## src/rtl/sync_fifo_fwft_if.sv

```systemverilog
// Stream bundle for sync_fifo_fwft: producer-side write stream, consumer-side read stream, occupancy.
// The FIFO connects through the slave modport; a producer/consumer pair (or bench) uses master.
// No logic lives here; handshakes are valid/ready on both streams.
interface sync_fifo_fwft_if #(
  parameter int ADDR_WIDTH = 4,
  parameter int DATA_WIDTH = 32
);
  logic [DATA_WIDTH-1:0] s_data;
  logic                  s_valid;
  logic                  s_ready;
  logic [DATA_WIDTH-1:0] m_data;
  logic                  m_valid;
  logic                  m_ready;
  logic [ADDR_WIDTH:0]   level;

  modport slave (
    input  s_data, s_valid, m_ready,
    output s_ready, m_data, m_valid, level
  );

  modport master (
    output s_data, s_valid, m_ready,
    input  s_ready, m_data, m_valid, level
  );
endinterface

```

## src/rtl/sync_fifo_fwft.sv

```systemverilog
// First-word-fall-through FIFO: pointer control plus registered-read dual-port RAM as output stage.
// Latency: push presented in cycle C is visible on m_valid/m_data in cycle C+2; 1 push + 1 pop per cycle sustained.
// Backpressure: s_ready drops only when the RAM holds 2^ADDR_WIDTH entries (capacity 2^ADDR_WIDTH+1); no pop-to-push bypass.
// Optional occupancy counter on bus.level enabled by macro SYNC_FIFO_FWFT_LEVEL_EN (tied to 0 otherwise).

// Simple dual-port RAM, one clock, registered read port that holds when re=0.
module simple_dpram_sclk #(
  parameter int ADDR_WIDTH    = 4,
  parameter int DATA_WIDTH    = 32,
  parameter bit ENABLE_BYPASS = 1'b0
) (
  input  logic                  clk,
  input  logic                  we,
  input  logic [ADDR_WIDTH-1:0] waddr,
  input  logic [DATA_WIDTH-1:0] wdata,
  input  logic                  re,
  input  logic [ADDR_WIDTH-1:0] raddr,
  output logic [DATA_WIDTH-1:0] dout
);
  logic [DATA_WIDTH-1:0] mem [0:(1<<ADDR_WIDTH)-1];

  // Write port.
  always_ff @(posedge clk) begin
    if (we) mem[waddr] <= wdata;
  end

  // Registered read port; optional write-to-read forwarding on address collision.
  always_ff @(posedge clk) begin
    if (re) begin
      if (ENABLE_BYPASS && we && (waddr == raddr)) dout <= wdata;
      else                                         dout <= mem[raddr];
    end
  end
endmodule

module sync_fifo_fwft #(
  parameter int ADDR_WIDTH = 4,
  parameter int DATA_WIDTH = 32
) (
  input  logic                 clk,
  input  logic                 rst,
  sync_fifo_fwft_if.slave      bus
);
  localparam logic [ADDR_WIDTH:0] RAM_DEPTH = 1 << ADDR_WIDTH;
  localparam logic [ADDR_WIDTH:0] PTR_ONE   = 1;

  logic [ADDR_WIDTH:0]   wr_ptr;
  logic [ADDR_WIDTH:0]   rd_ptr;
  logic                  out_valid;
  logic [ADDR_WIDTH:0]   ram_cnt;
  logic                  push;
  logic                  pop;
  logic                  we;
  logic                  re;
  logic [ADDR_WIDTH-1:0] waddr;
  logic [ADDR_WIDTH-1:0] raddr;

  // Wrap bit in the MSB makes the plain difference a correct RAM occupancy (0..2^ADDR_WIDTH).
  assign ram_cnt     = wr_ptr - rd_ptr;
  assign bus.s_ready = !rst && (ram_cnt != RAM_DEPTH);
  assign push        = bus.s_valid && bus.s_ready;
  assign pop         = out_valid && bus.m_ready;

  // Prefetch whenever the output stage is empty or being consumed this cycle.
  assign re    = !rst && (ram_cnt != '0) && (!out_valid || pop);
  assign we    = push;
  assign waddr = wr_ptr[ADDR_WIDTH-1:0];
  assign raddr = rd_ptr[ADDR_WIDTH-1:0];

  assign bus.m_valid = out_valid;

  simple_dpram_sclk #(
    .ADDR_WIDTH    (ADDR_WIDTH),
    .DATA_WIDTH    (DATA_WIDTH),
    .ENABLE_BYPASS (1'b0)
  ) u_ram (
    .clk   (clk),
    .we    (we),
    .waddr (waddr),
    .wdata (bus.s_data),
    .re    (re),
    .raddr (raddr),
    .dout  (bus.m_data)
  );

  // Pointer and output-stage state; reset discards all contents.
  always_ff @(posedge clk) begin
    if (rst) begin
      wr_ptr    <= '0;
      rd_ptr    <= '0;
      out_valid <= 1'b0;
    end else begin
      if (push) wr_ptr <= wr_ptr + PTR_ONE;
      if (re)   rd_ptr <= rd_ptr + PTR_ONE;
      if (re)       out_valid <= 1'b1;
      else if (pop) out_valid <= 1'b0;
    end
  end

`ifdef SYNC_FIFO_FWFT_LEVEL_EN
  logic [ADDR_WIDTH:0] level_q;

  // Occupancy counter including the output stage.
  always_ff @(posedge clk) begin
    if (rst) begin
      level_q <= '0;
    end else if (push && !pop) begin
      level_q <= level_q + PTR_ONE;
    end else if (pop && !push) begin
      level_q <= level_q - PTR_ONE;
    end
  end

  assign bus.level = level_q;

  a_level_consistent: assert property (@(posedge clk) disable iff (rst)
    level_q == ram_cnt + (ADDR_WIDTH+1)'(out_valid));
`else
  assign bus.level = '0;
`endif

  // The RAM has no collision forwarding, so a same-slot read and write must never coincide.
  a_no_same_addr: assert property (@(posedge clk) disable iff (rst)
    !(re && we && (raddr == waddr)));

  // Producer must hold its payload while stalled.
  a_hold_data: assert property (@(posedge clk) disable iff (rst)
    (bus.s_valid && !bus.s_ready) |=> (!bus.s_valid || $stable(bus.s_data)));
endmodule

```

## src/flat_wrapper.sv

```systemverilog
// flat-port wrapper written by rule: the top's interface ports become plain ports
module sync_fifo_fwft_flat 
#(
  parameter int ADDR_WIDTH = 4,
  parameter int DATA_WIDTH = 32
)
  (clk, rst, bus_s_data, bus_s_valid, bus_m_ready, bus_s_ready, bus_m_data, bus_m_valid, bus_level);
  sync_fifo_fwft_if #(.ADDR_WIDTH(ADDR_WIDTH), .DATA_WIDTH(DATA_WIDTH)) bus_i ();
  input  logic clk;
  input  logic rst;
  input wire logic [$bits(bus_i.s_data)-1:0] bus_s_data;
  input wire logic [$bits(bus_i.s_valid)-1:0] bus_s_valid;
  input wire logic [$bits(bus_i.m_ready)-1:0] bus_m_ready;
  output wire logic [$bits(bus_i.s_ready)-1:0] bus_s_ready;
  output wire logic [$bits(bus_i.m_data)-1:0] bus_m_data;
  output wire logic [$bits(bus_i.m_valid)-1:0] bus_m_valid;
  output wire logic [$bits(bus_i.level)-1:0] bus_level;
  assign bus_i.s_data = bus_s_data;
  assign bus_i.s_valid = bus_s_valid;
  assign bus_i.m_ready = bus_m_ready;
  assign bus_s_ready = bus_i.s_ready;
  assign bus_m_data = bus_i.m_data;
  assign bus_m_valid = bus_i.m_valid;
  assign bus_level = bus_i.level;
  sync_fifo_fwft #(.ADDR_WIDTH(ADDR_WIDTH), .DATA_WIDTH(DATA_WIDTH)) u_core (.clk(clk), .rst(rst), .bus(bus_i));
endmodule
```

## config.mk

```make
export PLATFORM = sky130hd
export DESIGN_NAME = sync_fifo_fwft_flat
export DESIGN_NICKNAME = d
export VERILOG_FILES = /design/src/rtl/sync_fifo_fwft_if.sv /design/src/rtl/sync_fifo_fwft.sv /design/src/flat_wrapper.sv
export SDC_FILE = /design/constraint.sdc
export NUM_CORES = 1
export LEC_CHECK = 0
export ABC_AREA = 1
export ABC_CLOCK_PERIOD_IN_PS = 4100
export BUFFER_PORTS_ARGS = -buffer_cell sky130_fd_sc_hd__buf_2
export CAP_MARGIN = 5
export CORE_MARGIN = 5
export CORE_UTILIZATION = 40
export CTS_BUF_LIST = sky130_fd_sc_hd__clkbuf_16
export DETAILED_ROUTE_END_ITERATION = 8
export SLEW_MARGIN = 20
export SYNTH_ARGS = -nofsm -noshare
export SYNTH_HDL_FRONTEND = slang
export SYNTH_HIERARCHICAL = 1
export SYNTH_SLANG_ARGS = --single-unit
```

## constraint.sdc

```tcl
create_clock -name clk -period 4.1 [get_ports clk]
set_input_delay 0.205 -clock clk [delete_from_list [all_inputs] [get_ports clk]]
set_output_delay 0.205 -clock clk [all_outputs]
set_load 0.01 [all_outputs]
```

# Word level (Yosys, flattened, before mapping)

Memories as Yosys holds them, arrays and structs flattened. A register that Yosys moved wholly into a read port is not among the register bits.
Index checks and enable logic that the tools add are counted.

Flip-flop bits (word level): 11
Bits in writable memories: 512
Input bits: 36
Output and inout port bits: 39
Word-level logic and storage cells: 22
Memories: 1

Memories:

| memory           | words | width | rd ports | clocked after Yosys merged registers in | write ports | RTL line             | text |
|---|---|---|---|---|---|---|---|
| u_core.u_ram.mem | 16    | 32    | 1        | 1                                       | 1           | sync_fifo_fwft.sv:20 | `logic [DATA_WIDTH-1:0] mem [0:(1<<ADDR_WIDTH)-1];` |

Add/sub/neg operators: 3
Eq/ne operators: 1
Multiplexer cells: 4
Reduce and logical (&&, ||, !) cells: 10

Operators with widths:

| operator              | number |
|---|---|
| $add A5 B1 Y5 const B | 2 |
| $logic_and A1 B1 Y1   | 5 |
| $ne A5 B5 Y1 const B  | 1 |
| $reduce_bool A5 Y1    | 1 |
| $sub A5 B5 Y5         | 1 |
| $mux W1               | 4 |
| $logic_not A1 Y1      | 2 |
| $reduce_bool A2 Y1    | 1 |
| $logic_or A1 B1 Y1    | 1 |

# Logic depth before layout (Yosys ltp)

Gate-level depths: netlist of run 1.

Depth in word-level cells: 6
Mapped depth: 15

# Cells and area by module

Netlist of run 1, hierarchy kept.

By module, submodules not included:

| module            | instances | cells an instance | area each (µm²) | seq. area each (µm²) |
|---|---|---|---|---|
| simple_dpram_sclk | 1         | 2120              | 23050.9         | 16335.7 |
| sync_fifo_fwft    | 1         | 118               | 815.8           | 220.2 |

# Worst setup path before layout of run 1

OpenSTA, ideal clock, no wires.

Kind: reg-to-reg
Start point: register u_core.rd_ptr[2]
End point: memory u_core.u_ram.mem[12][0] (enable)
Arrival time: 3022 ps
Required time: 3679 ps
Slack: 657 ps
Cell stages (with the launch flop): 14
Path buffers: 0
Period minus slack after synthesis: 3443 ps
Cells stage by stage: dfxtp_1 > inv_1 > ha_1 > nand2_1 > inv_1 > nand2_1 > nand2_1 > nand2_1 > nand2_1 > nand2_2 > nand3_2 > inv_1 > nand3_1 > nor2_1

Word-level cells in the longest chain between the ends: 6

RTL lines:

| element                       | RTL line             | text |
|---|---|---|
| start: declaration            | sync_fifo_fwft.sv:48 | `logic [ADDR_WIDTH:0] rd_ptr;` |
| start signal: assignment      | sync_fifo_fwft.sv:94 | `if (re) rd_ptr <= rd_ptr + PTR_ONE;` |
| $sub A5 B5 Y5                 | sync_fifo_fwft.sv:59 | `assign ram_cnt = wr_ptr - rd_ptr;` |
| $ne A5 B5 Y1                  | sync_fifo_fwft.sv:60 | `assign bus.s_ready = !rst && (ram_cnt != RAM_DEPTH);` |
| $logic_and A1 B1 Y1           | sync_fifo_fwft.sv:60 |  |
| $logic_and A1 B1 Y1           | sync_fifo_fwft.sv:61 | `assign push = bus.s_valid && bus.s_ready;` |
| via u_core.push               | sync_fifo_fwft.sv:51 | `logic push;` |
| $mux W1                       | sync_fifo_fwft.sv:24 | `if (we) mem[waddr] <= wdata;` |
| $mux W1 (implied by the code) | sync_fifo_fwft.sv:24 |  |
| end: declaration              | sync_fifo_fwft.sv:20 |  |

The timed path passes the listed nets, and every way through them passes these cells.

# Worst setup path in the final report of run 1

Start point: register u_core.wr_ptr[3]
End point: memory u_core.u_ram.mem[12][8] (enable)

Word-level cells in the longest chain between the ends: 6

RTL lines:

| element                       | RTL line             | text |
|---|---|---|
| start: declaration            | sync_fifo_fwft.sv:47 | `logic [ADDR_WIDTH:0] wr_ptr;` |
| start signal: assignment      | sync_fifo_fwft.sv:93 | `if (push) wr_ptr <= wr_ptr + PTR_ONE;` |
| $sub A5 B5 Y5                 | sync_fifo_fwft.sv:59 |  |
| $ne A5 B5 Y1                  | sync_fifo_fwft.sv:60 |  |
| $logic_and A1 B1 Y1           | sync_fifo_fwft.sv:60 |  |
| $logic_and A1 B1 Y1           | sync_fifo_fwft.sv:61 |  |
| via u_core.push               | sync_fifo_fwft.sv:51 |  |
| $mux W1                       | sync_fifo_fwft.sv:24 |  |
| $mux W1 (implied by the code) | sync_fifo_fwft.sv:24 |  |

The timed path passes the listed nets, and every way through them passes these cells.

==> results by group, run 1 <==
Timing
  – Post-route setup TNS: 0 ps
  – Worst-Margin Slew: about 990 ps
  – Clock skew: about 20 ps
  – Final hold violation count: 0
  – Final period util: between 70% and 80%
  – Final setup violation count: 0
  – Fmax: slightly above 0.3 GHz
  – Slew Limit Fails: 0
  – Max_slew headroom: 33.8%
  – RSZ-0062 raised after global routing: false
  – Minimum clock period: 3270 ps

Detailed routing
  – Vias: around 15,000
  – Antenna viol nets, final: 0
  – Initial DRC Count: around 1,200
  – Via density per instance: ~4.9
  – Routed WL per cell: 18.6 um
  – DRC errors left: 0
  – DR pass1 iterations: 5
  – Final wirelength: between 50,000 and 60,000 um

Logic synthesis
  – Synth Register Bits: ~560
  – Synth warn: 6
  – Post-synthesis async set-or-reset flop share: 0%
  – Post-Syn Instances: ~2,200
  – Cell area after synthesis: approximately 24,000 um^2
  – Syn avg cell area: 10.7 um^2
  – Ranking of synthesized cells by area: edfxtp_1 68%, nand2_1 11%, nand3_1 8.4%, inv_1 6.3%, buf_6 1.4%
  – Top FF cell, synth: edfxtp_1
  – EDFF count, synth: roughly 540
  – Synth top area share: about two thirds
  – Post-synth top area cell: edfxtp_1
  – Most instantiated library cell after synthesis: nand2_1
  – Commonest cells post-synth: 705 x nand2_1, 544 x edfxtp_1, 403 x inv_1
  – Synth cell types: 28
  – Post-synthesis sequential area ratio: between 60% and 70%

GRT
  – Global-route wire length before repair: around 88,000 um
  – Initial antenna violation count: 0
  – Remaining Overflow, GRT: 0
  – Number of global-route vias before repair: between 10,000 and 15,000
  – Tot GR Track Use: approximately 18%
  – Largest net degree at the start of global routing: 176

Worst setup path
  – Reg2reg end: u_core/u_ram/mem[12][8]$_DFFE_PP_
  – Worst reg2reg startpoint: u_core/wr_ptr[3]$_SDFFE_PP0P_
  – Crit Path Class: reg -> reg
  – R2R Setup Slk: 830 ps
  – Worst Setup SP: u_core/wr_ptr[3]$_SDFFE_PP0P_
  – Required @ worst endpoint: between 4000 and 5000 ps
  – Reg2reg path depth: 11
  – Critical Path AT: 3510 ps
  – Crit-path max FO: 27
  – Worst setup EP type: flip-flop
  – Crit path launch type: flip-flop

Cells and area
  – Layout cell share with drive strength beyond 1: 8.98%
  – Final Net Count: roughly 2,300
  – Ant diodes: 0
  – Filler Cell Count: 5,410
  – Final core occ: between 40% and 50%
  – Layout area overhead: 12.6%
  – Flip-flop and latch area: 16,600 um^2
  – Multi-input combinational cell area: a little over 5000 um^2

Power and ir drop
  – Pwr/cell area: approximately 560 nW/um^2
  – Static Leakage: ~11 nW
  – Maximum vdd drop: around 330 uV

Clock network
  – Clock Latency Late Sink: 610 ps
  – Clk sinks: approximately 560
  – Root buffer cell: clkbuf_16
  – CTS clk-pin slew, worst paths: ~60 ps
  – CTS Buffer Depth: 3
  – CTS tree: done
  – Max H-tree Level: 2
  – CTS Buf Count: 57

Floorplan
  – Die ar.: between 60,000 and 70,000 um^2
  – Row count: 89
  – Die Wd: between 200 and 300 um
  – Ports: 75
  – DIE HEIGHT: approximately 250 um
  – Initial Util: 40.4%
  – Core Area: 59,000 um^2

Placement
  – Port buffer count: slightly below 70
  – GPL Wtd Cong: between 0.8 and 0.9
  – Detailed-placement wirelength estimate: 33,400 um

Min path
  – Hold Path Cell Cnt: 1
  – Hold EP: u_core/u_ram/mem[1][2]$_DFFE_PP_
  – Hold path start: bus_s_data[2]
  – Worst hold-check path type: in -> reg

Outcome
  – Status: finished, final reports clean

Job
  – Max-cap check violation count: 0
[state kept, by name (all words and copies together) (netlist names)]
signal / flops
u_core/bus.m_valid: 1
u_core/rd_ptr: 5
u_core/u_ram/dout: 32
u_core/u_ram/mem: 512
u_core/wr_ptr: 5
[critical path: stages, from the launching register on]
cell     delay (ps)
dfxtp_1         500
ha_1            330
a21oi_1         280
nand2_1         120
nand2_1          70
nand2_1          50
nand2_2         130
nand3_2         140
inv_1           170
nand3_1         350
nor2_4          300
buf_4           410
[where the power goes]
part / leakage, nW / total (mW) / internal [mW] / switching, mW
logic: 5.35 / 3.38 / 0.976 / 2.40
registers: 5.01 / 6.62 / 6.55 / 0.0735
clock network: 0.958 / 4.97 / 2.89 / 2.08
[cells in the final DEF (no fill, tap or decap), types with 3 or more instances in the layout]
| cell type | synthesis | routed |
|---|---|---|
| dlygate4sd3_1 | 0 | 9 |
| nor2_1 | 22 | 6 |
| nand4_1 | 4 | 4 |
| nand2_1 | 705 | 705 |
| conb_1 | 1 | 5 |
| edfxtp_1 | 544 | 544 |
| xor2_1 | 4 | 4 |
| inv_1 | 403 | 422 |
| a21oi_1 | 8 | 8 |
| buf_12 | 1 | 11 |
| buf_2 | 41 | 69 |
| nand3_1 | 401 | 401 |
| clkbuf_16 | 0 | 59 |
| dfxtp_1 | 11 | 7 |
| xnor2_1 | 4 | 4 |
| buf_4 | 11 | 26 |
| clkinv_2 | 0 | 8 |
| bufinv_16 | 0 | 5 |
| ha_1 | 6 | 6 |
| nor2_4 | 1 | 17 |
| clkinv_1 | 1 | 9 |
| nand2_2 | 3 | 3 |
| dfxtp_4 | 0 | 3 |
[stage by stage]
stage / hold WS, ps / total power, mW / area [um^2] / std cells / setup WS [ps]
2_1_floorplan: 304 / 9.17 / 23900 / 2242 / 657
3_3_place_gp: 515 / 10.1 / 25000 / 3010 / 978
3_5_place_dp: 520 / 10.1 / 25000 / 3010 / 867
4_1_cts: 7.82 / 15.1 / 26900 / 3122 / 859
5_1_grt: 23.0 / 15.7 / 26900 / 3122 / 601
6_report: 26.2 / 15.0 / 26900 / 3122 / 834
[area by class of cell]
type	count	area share, %
repair buffers	115	3.17
clock buffers	59	5.49
flip-flops and latches	555	61.6
clock inverters	44	1.17
well taps	773	3.60
multi-input cells	1169	19.2
inverters	407	5.72
[layer usage]
metal	routed length [um]	track usage, %	vias to the layer above
met4	1230	4.27	0
met3	3540	2.77	86
met1	26100	25.2	7488
met2	27200	28.6	502
li1	-	-	7375
met5	0	0	-
[cells by family (layout without fill, tap and decap cells)]
logic type      Yosys count  count (layout)  synth area share, %
compound gates            9               9                0.189
fa+ha+maj                 6               6                0.315
simple gates           1141            1141                 20.3
other cells               1               5               0.0157
buf+inv                 518             625                 9.57
flops                   555             555                 69.4
xor+xnor                  8               8                0.294
[worst max-delay path by stage]
stage	to	slack [ps]	cells after the start
after floorplan	u_core/u_ram/mem[12][0]$_DFFE_PP_	660	13
after global placement	u_core/u_ram/mem[8][17]$_DFFE_PP_	980	11
after detailed placement	u_core/u_ram/mem[12][15]$_DFFE_PP_	870	11
after CTS	u_core/u_ram/mem[12][21]$_DFFE_PP_	860	11
after global routing	u_core/u_ram/mem[12][8]$_DFFE_PP_	600	11
final	u_core/u_ram/mem[12][8]$_DFFE_PP_	830	11
[repair_timing]
item	4_1_cts	5_1_grt
gates resized for setup	0	0
buffers inserted	0	0
endpoints found under the hold margin	55	0
hold buffers	9	0
No activity file was read; power rests on OpenSTA's default activity.
==> run 2: changes to the inputs <==
--- a/config.mk
+++ b/config.mk
@@ -6,7 +6,7 @@
 export NUM_CORES = 1
 export LEC_CHECK = 0
 export ABC_AREA = 1
-export ABC_CLOCK_PERIOD_IN_PS = 4100
+export ABC_CLOCK_PERIOD_IN_PS = 2700
 export BUFFER_PORTS_ARGS = -buffer_cell sky130_fd_sc_hd__buf_2
 export CAP_MARGIN = 5
 export CORE_MARGIN = 5
==> constraint.sdc (replaced) <==
create_clock -name clk -period 2.7 [get_ports clk]
set_input_delay 0.135 -clock clk [delete_from_list [all_inputs] [get_ports clk]]
set_output_delay 0.135 -clock clk [all_outputs]
set_load 0.01 [all_outputs]
==> run 2 against run 1 <==
Sequential share of layout area decreased by 1.2 points. Worst hold slack got worse by 10 ps. Total power increased by 53%. Utilization increased by 0.89 points. Via count increased by 0.14%. Non-clock buffer count increased by 46. Sequential cell count unchanged. First-iteration DRC count decreased by 8.8%.
==> results by group, run 2 (synthesized netlist as in run 1, its figures left out) <==
Worst setup path
  – Critical path's slowest cell: dfxtp_4
  – Reg2reg end: u_core/u_ram/mem[13][24]$_DFFE_PP_
  – Setup crit end: u_core/u_ram/mem[13][24]$_DFFE_PP_
  – Worst reg2reg startpoint: u_core/rd_ptr[1]$_SDFFE_PP0P_
  – Worst Setup SP: u_core/rd_ptr[1]$_SDFFE_PP0P_
  – Most used cell, CP: nand2_1
  – Reg2reg path depth: 15
  – CP Depth: 15
  – Slowest stage delay, CP: 360 ps
  – Crit-path cells: inv_1 > ha_1 > nand2_1 > nand2_1 > nand2_1 > nand2_1 > nand2_1 > nand2_1 > nand2_2 > nand3_2 > inv_2 > nand3_1 > buf_4 > nor2_4 > buf_12
  – Crit-path max FO: 32
  – CP bufs+invs: 4
  – R2R Setup Slk: 210 ps
  – Critical Path AT: ~2800 ps
  – Crit path max-delay family: simple AND/OR/NAND/NOR gates
  – Crit path launch type: flip-flop
  – Worst setup EP type: flip-flop
  – Crit Path Class: reg -> reg
  – Required @ worst endpoint: approximately 3000 ps

GRT
  – Initial antenna violation count: 1
  – Remaining Overflow, GRT: 0
  – Largest net degree at the start of global routing: approximately 130
  – Number of global-route vias before repair: 15,200
  – Global-route wire length before repair: between 90,000 and 100,000 um
  – Tot GR Track Use: between 10% and 20%

Detailed routing
  – Final wirelength: just under 60,000 um
  – Routed WL per cell: 18.7 um
  – DRC errors left: 0
  – Vias: ~15,000
  – Initial DRC Count: between 1,000 and 1,500
  – Via density per instance: ~4.9
  – DR pass1 iterations: 5
  – Antenna viol nets, final: 0

Clock network
  – Setup bufs post-CTS: 0
  – Clock Latency Late Sink: about 600 ps
  – Clk sinks: around 560
  – CTS tree: done
  – Root buffer cell: clkbuf_16
  – Max H-tree Level: 2
  – CTS clk-pin slew, worst paths: approximately 60 ps
  – CTS Buffer Depth: 3
  – CTS Buf Count: 55

Floorplan
  – Core Area: between 50,000 and 60,000 um^2
  – Die ar.: around 65,000 um^2
  – Ports: 75
  – Row count: 89
  – DIE HEIGHT: between 200 and 300 um
  – Die Wd: approximately 250 um
  – Initial Util: between 40% and 50%

Placement
  – GPL Wtd Cong: slightly above 0.8
  – Detailed-placement wirelength estimate: ~35,000 um
  – Placed Cells: around 3,000
  – Port buffer count: 69

Timing
  – RSZ-0062 raised after global routing: false
  – Slew Limit Fails: 0
  – Final hold violation count: 0
  – Post-route setup TNS: 0 ps
  – Final period util: ~92%
  – Final hold slack: roughly 16 ps
  – Fmax: 0.401 GHz
  – Clock skew: roughly 17 ps
  – Max_slew headroom: between 50% and 60%
  – Worst-Margin Slew: about 750 ps
  – Minimum clock period: around 2500 ps
  – Final setup violation count: 0

Power and ir drop
  – Static Leakage: between 10 and 15 nW
  – Maximum vdd drop: around 700 uV
  – Pwr/cell area: between 800 and 900 nW/um^2

Cells and area
  – Finished Layout Cells: between 3,000 and 4,000
  – Biggest register: u_core/u_ram/mem
  – Most common cell after layout, fill and taps aside: nand2_1
  – Filler Cell Count: 5,437
  – Layout cell share with drive strength beyond 1: between 10 and 15%
  – Top flop regs: u_core/u_ram/mem (512), u_core/u_ram/dout (32)
  – Layout area overhead: 14.8%
  – Most frequent cells in the layout: 704 x nand2_1, 544 x edfxtp_1, 411 x inv_1, 401 x nand3_1, 69 x buf_2
  – Final core occ: 46.4%
  – Final Net Count: 2,391
  – Number of flip-flops in the largest register: just over 500

Job
  – Max-cap check violation count: 0

Min path
  – Worst hold-check path type: in -> reg

Outcome
  – Status: finished, final reports clean
## run 2: how the worst min path moves through the flow
stage	startpoint	end	slack, ps	cells past startpoint
4_1_cts	bus_s_data[21]	u_core/u_ram/mem[0][21]$_DFFE_PP_	20	1
2_1_floorplan	bus_s_data[0]	u_core/u_ram/mem[0][0]$_DFFE_PP_	230	0
6_report	bus_s_data[21]	u_core/u_ram/mem[1][21]$_DFFE_PP_	20	1
3_3_place_gp	rst	u_core/rd_ptr[3]$_SDFFE_PP0P_	440	2
3_5_place_dp	rst	u_core/rd_ptr[3]$_SDFFE_PP0P_	440	2
5_1_grt	bus_s_data[21]	u_core/u_ram/mem[3][21]$_DFFE_PP_	20	1
## run 2: where the power goes
part           total, mW  switching, mW  internal, mW
Clock               7.35           3.24          4.11
Combinational       5.46           3.86          1.60
Sequential          10.0         0.0991          9.94
## run 2: layout make-up
class | instances | area [um^2] | area share (%)
flip-flops and latches | 555 | 16600 | 60.5
multi-input cells | 1169 | 5170 | 18.9
inverters | 407 | 1540 | 5.61
repair buffers | 161 | 1430 | 5.22
clock buffers | 57 | 1430 | 5.21
well taps | 773 | 967 | 3.53
clock inverters | 43 | 299 | 1.09
diodes | 1 | 2.50 | 0.00913
## run 2: metal layers
layer  global-route usage, %  part of all wire [%]  routed length, um
met5                       0                     0                  0
met4                    5.92                   3.1               1810
met3                    2.82                   6.3               3760
met2                    30.7                    48              28700
met1                    24.1                    42              25000
## run 2: metrics by stage
stage	area [um^2]	power, mW	setup WS (ps)
floorplan	23900	13.9	-282
global placement	25300	15.6	78.6
detailed placement	25300	15.6	55.0
CTS	27400	23.1	38.6
global route	27400	24.0	45.3
finish	27400	22.8	205
## run 2: repair_timing
item,in CTS,in global routing
hold buffers,33,0
resized for setup,0,3
endpoints found under the setup margin,0,366
endpoints found under the hold margin,462,0
